### src/rtl/minterm_enumerator.sv
// Minterm/maxterm enumerator: walks a latched truth table in ascending index
// order and offers each set index on a valid/ready stream, then pulses done.
module minterm_enumerator #(
  parameter int unsigned         N             = 3,
  parameter logic [(2**N)-1:0]   DEFAULT_TABLE = 8'hD5
) (
  input  logic                 clk,
  input  logic                 rst,
  input  logic                 start,
  input  logic [(2**N)-1:0]    table_in,
  input  logic                 use_default,
  input  logic                 maxterm_mode,
  output logic                 busy,
  output logic                 m_valid,
  input  logic                 m_ready,
  output logic [N-1:0]         m_index,
  output logic                 m_last,
  output logic                 done,
  output logic [N:0]           count
);

  localparam int unsigned TW      = 2**N;
  localparam int unsigned CW      = N + 1;
  localparam logic [N-1:0] IDX_MAX = N'(TW - 1);

  typedef enum logic [1:0] {
    IDLE = 2'd0,
    SCAN = 2'd1,
    EMIT = 2'd2,
    DONE = 2'd3
  } state_t;

  state_t          state, state_n;
  logic [N-1:0]    idx, idx_n;
  logic [CW-1:0]   count_n;
  logic [TW-1:0]   tbl, tbl_n;

  logic            busy_n;
  logic            m_valid_n;
  logic [N-1:0]    m_index_n;
  logic            m_last_n;
  logic            done_n;

  // True when any table bit strictly above position k is set.
  function automatic logic has_above(input logic [TW-1:0] t, input logic [N-1:0] k);
    logic r;
    r = 1'b0;
    for (int unsigned i = 0; i < TW; i++) begin
      if (i > 32'(k)) r = r | t[i];
    end
    return r;
  endfunction

  // Next-state, datapath and registered-output next values.
  always_comb begin
    state_n = state;
    idx_n   = idx;
    count_n = count;
    tbl_n   = tbl;

    case (state)
      IDLE: begin
        if (start) begin
          tbl_n = use_default ? DEFAULT_TABLE : table_in;
          if (maxterm_mode) tbl_n = ~tbl_n;
          idx_n   = '0;
          count_n = '0;
          state_n = SCAN;
        end
      end
      SCAN: begin
        if (tbl[idx]) begin
          state_n = EMIT;
        end else if (idx == IDX_MAX) begin
          state_n = DONE;
        end else begin
          idx_n = idx + N'(1);
        end
      end
      EMIT: begin
        if (m_ready) begin
          count_n = count + CW'(1);
          if (idx == IDX_MAX || m_last) begin
            state_n = DONE;
          end else begin
            idx_n   = idx + N'(1);
            state_n = SCAN;
          end
        end
      end
      DONE: begin
        state_n = IDLE;
      end
      default: begin
        state_n = IDLE;
      end
    endcase

    // Outputs are registered from the state being entered, so they line up
    // with the state register and stay frozen while EMIT is stalled.
    busy_n    = (state_n != IDLE);
    done_n    = (state_n == DONE);
    m_valid_n = (state_n == EMIT);
    m_index_n = m_valid_n ? idx_n : '0;
    m_last_n  = m_valid_n & ~has_above(tbl_n, idx_n);
  end

  // State, datapath and output registers with synchronous reset.
  always_ff @(posedge clk) begin
    if (rst) begin
      state   <= IDLE;
      idx     <= '0;
      count   <= '0;
      tbl     <= '0;
      busy    <= 1'b0;
      m_valid <= 1'b0;
      m_index <= '0;
      m_last  <= 1'b0;
      done    <= 1'b0;
    end else begin
      state   <= state_n;
      idx     <= idx_n;
      count   <= count_n;
      tbl     <= tbl_n;
      busy    <= busy_n;
      m_valid <= m_valid_n;
      m_index <= m_index_n;
      m_last  <= m_last_n;
      done    <= done_n;
    end
  end

endmodule

### config.mk
export PLATFORM = sky130hd
export DESIGN_NAME = minterm_enumerator
export DESIGN_NICKNAME = d
export VERILOG_FILES = /design/src/rtl/minterm_enumerator.sv
export SDC_FILE = /design/constraint.sdc
export NUM_CORES = 1
export LEC_CHECK = 0
export BUFFER_PORTS_ARGS = -buffer_cell sky130_fd_sc_hd__buf_2
export CORE_UTILIZATION = 30
export DETAILED_ROUTE_END_ITERATION = 6
export RECOVER_POWER = 50
export SYNTH_ARGS = -nofsm -noshare
export SYNTH_HDL_FRONTEND = slang
export SYNTH_SLANG_ARGS = --single-unit
### constraint.sdc
create_clock -name clk -period 3.4 [get_ports clk]
set_clock_uncertainty 0.2 [all_clocks]
set_input_delay 0.34 -clock clk [delete_from_list [all_inputs] [get_ports clk]]
set_output_delay 0.34 -clock clk [all_outputs]
set_load 0.01 [all_outputs]
-- Yosys cells after proc, flatten, opt, wreduce, memory -nomap -nowiden
Index checks and enable logic that the tools add are counted.
W data, S select, Z words.
- logic and storage cells: 73
- memories: 0
- RAM bits: 0
- bits in read-only memories: 0
- bits in latches: 0
- register bits after elaboration: 24
- muxes and demuxes: 28
- order comparisons: 8
- equal/unequal tests: 8
- shift-type cells: 0
- bitwise operators: 10
- $add $sub $neg: 2
- multiply operators: 0
- reductions and logical operators: 7
- div/mod/pow operators: 0
- operator list (cell ; number):
    $mux W8 ; 4
    $mux W3 ; 5
    $gt A3 B3 Y1 const A ; 4
    $mux W2 ; 5
    $pmux W3 S3 ; 1
    $eq A2 B2 Y1 const B ; 4
    $mux W1 ; 8
    $mux W4 ; 2
    $not A8 Y8 ; 1
    $pmux W2 S4 ; 1
    $pmux W4 S2 ; 1
    $gt A2 B3 Y1 const A ; 2
    $or A1 B1 Y1 ; 6
    $add A4 B1 Y4 const B ; 1
    $lt A3 B4 Y1 const B ; 1
    $ne A2 B2 Y1 const B ; 2
    $reduce_bool A2 Y1 ; 2
    $add A3 B1 Y3 const B ; 1
    $bmux W1 S3 ; 1
    $eq A3 B3 Y1 const B ; 1
    $gt A1 B3 Y1 const A ; 1
    $reduce_and A3 Y1 ; 1
    $eq A2 B1 Y1 const B ; 1
    $logic_not A2 Y1 ; 1
    5 further kinds ; 6

-- Longest topological paths before layout
- depth after elaboration: 21
- depth in mapped cells: 10

-- Worst setup path before layout
OpenSTA, ideal clock, no wires.
- path kind: register to register
- start: register idx[1]
- end: register m_last
- stages on the path, launching flop included: 11
- required time: 3078 ps
- path slack: 833 ps
- arrival time: 2245 ps
- path through: dfxtp_1 > ha_1 > ha_1 > or3b_1 > clkbuf_1 > o211ai_1 > o31ai_1 > nor2_1 > nand2b_1 > a21oi_1 > o311a_1
- longest elaborated chain between the ends: 21
- RTL lines (element ; RTL line ; source):
    from (decl) ; 34 ; logic [N-1:0] idx, idx_n;
    from (signal assigned) ; 122 ; idx <= idx_n;
    parallel branches: the longest is 20 deep, another holds $add A3 B1 Y3 ; -- ;
    $and A1 B1 Y1 (*) ; 105 ; m_last_n = m_valid_n & ~has_above(tbl_n, idx_n);
    to (signal assigned) ; 128 ; m_last <= m_last_n;
    to (decl) ; 17 ; output logic m_last,
Every way passes the cells marked *. The select of a mux whose other input is x is not followed.
A chain may end at the register's enable or synchronous reset.

-- Worst setup path after layout
- start: register idx[0]
- end: register m_last
Same word-level chain as after synthesis.

==> impl_metrics.ini <==
[power_and_ir_drop]
seqPwrFrac = 0.459
pwr-share-clk = 0.359
internal-power_uw = 515
swShare = 0.254
leakagePower_nw = 0.619
p_comb_frac = 0.182
max-vdd-ir-drop_mv = 0.225
power_density_mw_per_mm2 = 454
switchingPower_uw = 176

[cts]
clk-insertion-delay-late_ns = 0.27
cts_setup_buffers = 0
cts_resized = 0
clock-sinks = 24
root_buffer = clkbuf_8
clk_pin_slew_ns = 0.09
cts_tree = done
htreeDepth = 1
ctsHoldBuffers = 0
numCtsBuffers = 3
clockBufferDepth = 2

[synth]
synth_fp_nets = 162
synth_ff_type = dfxtp_1
synth_seq_cells = 24
yosysSeqAreaShare = 0.365
synth.avg_cell_area_um2 = 9.15
synth_edf_count = 0
synth_warnings = 0
yosysUniqueCellTypes = 43
synth.cell_area_mm2 = 0.00132
synth_cells = 144
synth-async-reset-ratio = 0

[routing]
drc = 0
firstDrtPassIters = 4
vias_per_cell = 5.07
drt_iter0_drc = 58
antenna_left = 0
wl_um = 2660
wl_per_cell_um = 12.4
vias = 1091

[grt]
grt_start_max_net_pins = 19
grt_pass1_wl_um = 4560
first_global_vias = 1048
antenna_found_initial = 0
grtUsageTotal = 0.131
overflow = 0

[timing]
hold_violations = 0
period_share = 0.859
period_minus_slack_ns = 2.92
rsz0062_at_grt = false
holdWs_ns = 0.239
tightest_slew_ns = 0.703
setup_violations = 0
drv_slew = 0
fin_setup_tns_ns = 0
slew_headroom = 0.531
fmaxAchievable_mhz = 343

[worst_setup_path]
critPathTopFamily = simple AND/OR/NAND/NOR gates
critPathKind = reg2reg
crit_buf_inv = 0
crit_path_end_kind = register
critPathMaxStageDelay_ns = 0.49
cp_cell_sequence = ha_1 -> ha_1 -> or3b_1 -> o211ai_1 -> o31ai_1 -> nor2_1 -> nand2b_1 -> a21oi_1 -> o311a_1
start_kind = register
crit_top_cell = ha_1
worstPathRequired_ns = 3.36
critical_path_arrival_ns = 2.87
worstPathMaxFanout = 11
cp_slowest_cell = or3b_1

[die]
pin_count = 25
core-area_mm2 = 0.00412
die_w_um = 68.3
rows = 23
die_area_mm2 = 0.00466
chipHeight_um = 68.3
start_util = 0.320

[min_path]
hold_class = in2reg

[layout]
final_common_cell = nor2_1
antenna_cells = 0
area_growth_syn_to_layout_pct = 15.6
drive_above_1_share = 0.158
nNetsFinal = 184
final_cell_mix = nor2_1 (25), dfxtp_1 (24), buf_2 (13)

[status]
status = completed

[place]
hpwl_um = 1960
globalplace.congestion = 0.785
port_buffers = 24

[flow_run]
cap_viol_max_count = 0
[worst reg2reg max path, stage by stage, from the launching register on]
cell	delay, ns
dfxtp_1	0.45
ha_1	0.29
ha_1	0.27
or3b_1	0.49
o211ai_1	0.20
o31ai_1	0.10
nor2_1	0.28
nand2b_1	0.15
a21oi_1	0.04
o311a_1	0.33
[through the flow]
step	worst slack [ns]	utilization	cell area, µm²	instances	total power [mW]
final	0.481	0.370	1520	215	0.691
after global routing	0.280	0.370	1520	215	0.729
after CTS	0.459	0.375	1550	215	0.701
after detailed placement	0.525	0.358	1470	211	0.451
after global placement	0.539	0.358	1470	211	0.452
after floorplan	0.833	-	1320	144	0.421
[cell families (layout without fill, tap and decap cells)]
logic type               Yosys count  in the layout  synth area share
AND/OR/NAND/NOR                   56             56             0.213
AO/OA/AOI/OAI                     27             27             0.152
flip-flops                        24             24             0.365
buffers and inverters             12             33            0.0408
multiplexers                      11             11             0.125
XOR/XNOR                          10             10            0.0665
adder cells (fa/ha/maj)            4              4            0.0380
[cell usage after synthesis (2+ instances only)]
library cell	number	area (µm²)
nand2b_1	3	18.8
inv_1	4	15.0
nor2b_1	5	31.3
a21o_1	2	15.0
clkbuf_1	6	22.5
xnor2_1	8	70.1
a22oi_1	2	15.0
o31ai_1	2	15.0
a31oi_1	2	12.5
xor2_1	2	17.5
ha_1	4	50.1
and3_1	2	12.5
mux4_2	4	90.1
nor2_1	25	93.8
dfxtp_1	24	480
nor3b_1	3	22.5
o21ai_0	3	15.0
nor3_1	4	20.0
nand2_1	8	30.0
mux2i_1	6	60.1
a21oi_1	2	10.0
o211ai_1	2	15.0
[flip-flops by register name (all words and copies together) (netlist names)]
signal / count
busy: 1
done: 1
m_last: 1
m_index: 3
tbl: 8
count: 4
idx: 3
state: 2
m_valid: 1
[layer usage]
metal,track usage,vias to the layer above,share of wire
li1,-,558,-
met5,0,-,0
met4,0.0755,0,0.031
met3,0.0233,11,0.040
met1,0.151,498,0.46
met2,0.227,24,0.46
[power groups by stage]
| stage | clock (mW) | combinational [mW] | sequential, mW |
|---|---|---|---|
| after global routing | 0.266 | 0.142 | 0.321 |
| after floorplan | 0 | 0.109 | 0.312 |
| after CTS | 0.255 | 0.129 | 0.317 |
| final | 0.248 | 0.126 | 0.317 |
| after global placement | 0 | 0.129 | 0.323 |
| after detailed placement | 0 | 0.128 | 0.323 |
[layout make-up]
cell class	count	area, µm²
Fill cell	434	2590
Multi-Input combinational cell	108	783
Sequential cell	24	480
Timing Repair Buffer	25	110
Tap cell	50	62.6
Clock buffer	3	41.3
Clock inverter	1	30.0
Inverter	4	15.0
[final timing paths]
check,from,endpoint,depth (start not counted),slack [ns]
setup / recovery,idx[0]$_SDFF_PP0_,m_last$_SDFF_PP0_,9,0.48
hold reg to reg,tbl[0]$_SDFFE_PP0P_,tbl[0]$_SDFFE_PP0P_,2,0.34
hold / removal,rst,count[0]$_SDFFE_PP0P_,2,0.24
setup reg to reg,idx[0]$_SDFF_PP0_,m_last$_SDFF_PP0_,9,0.48
Note: power is estimated with default switching activity, not from simulation.
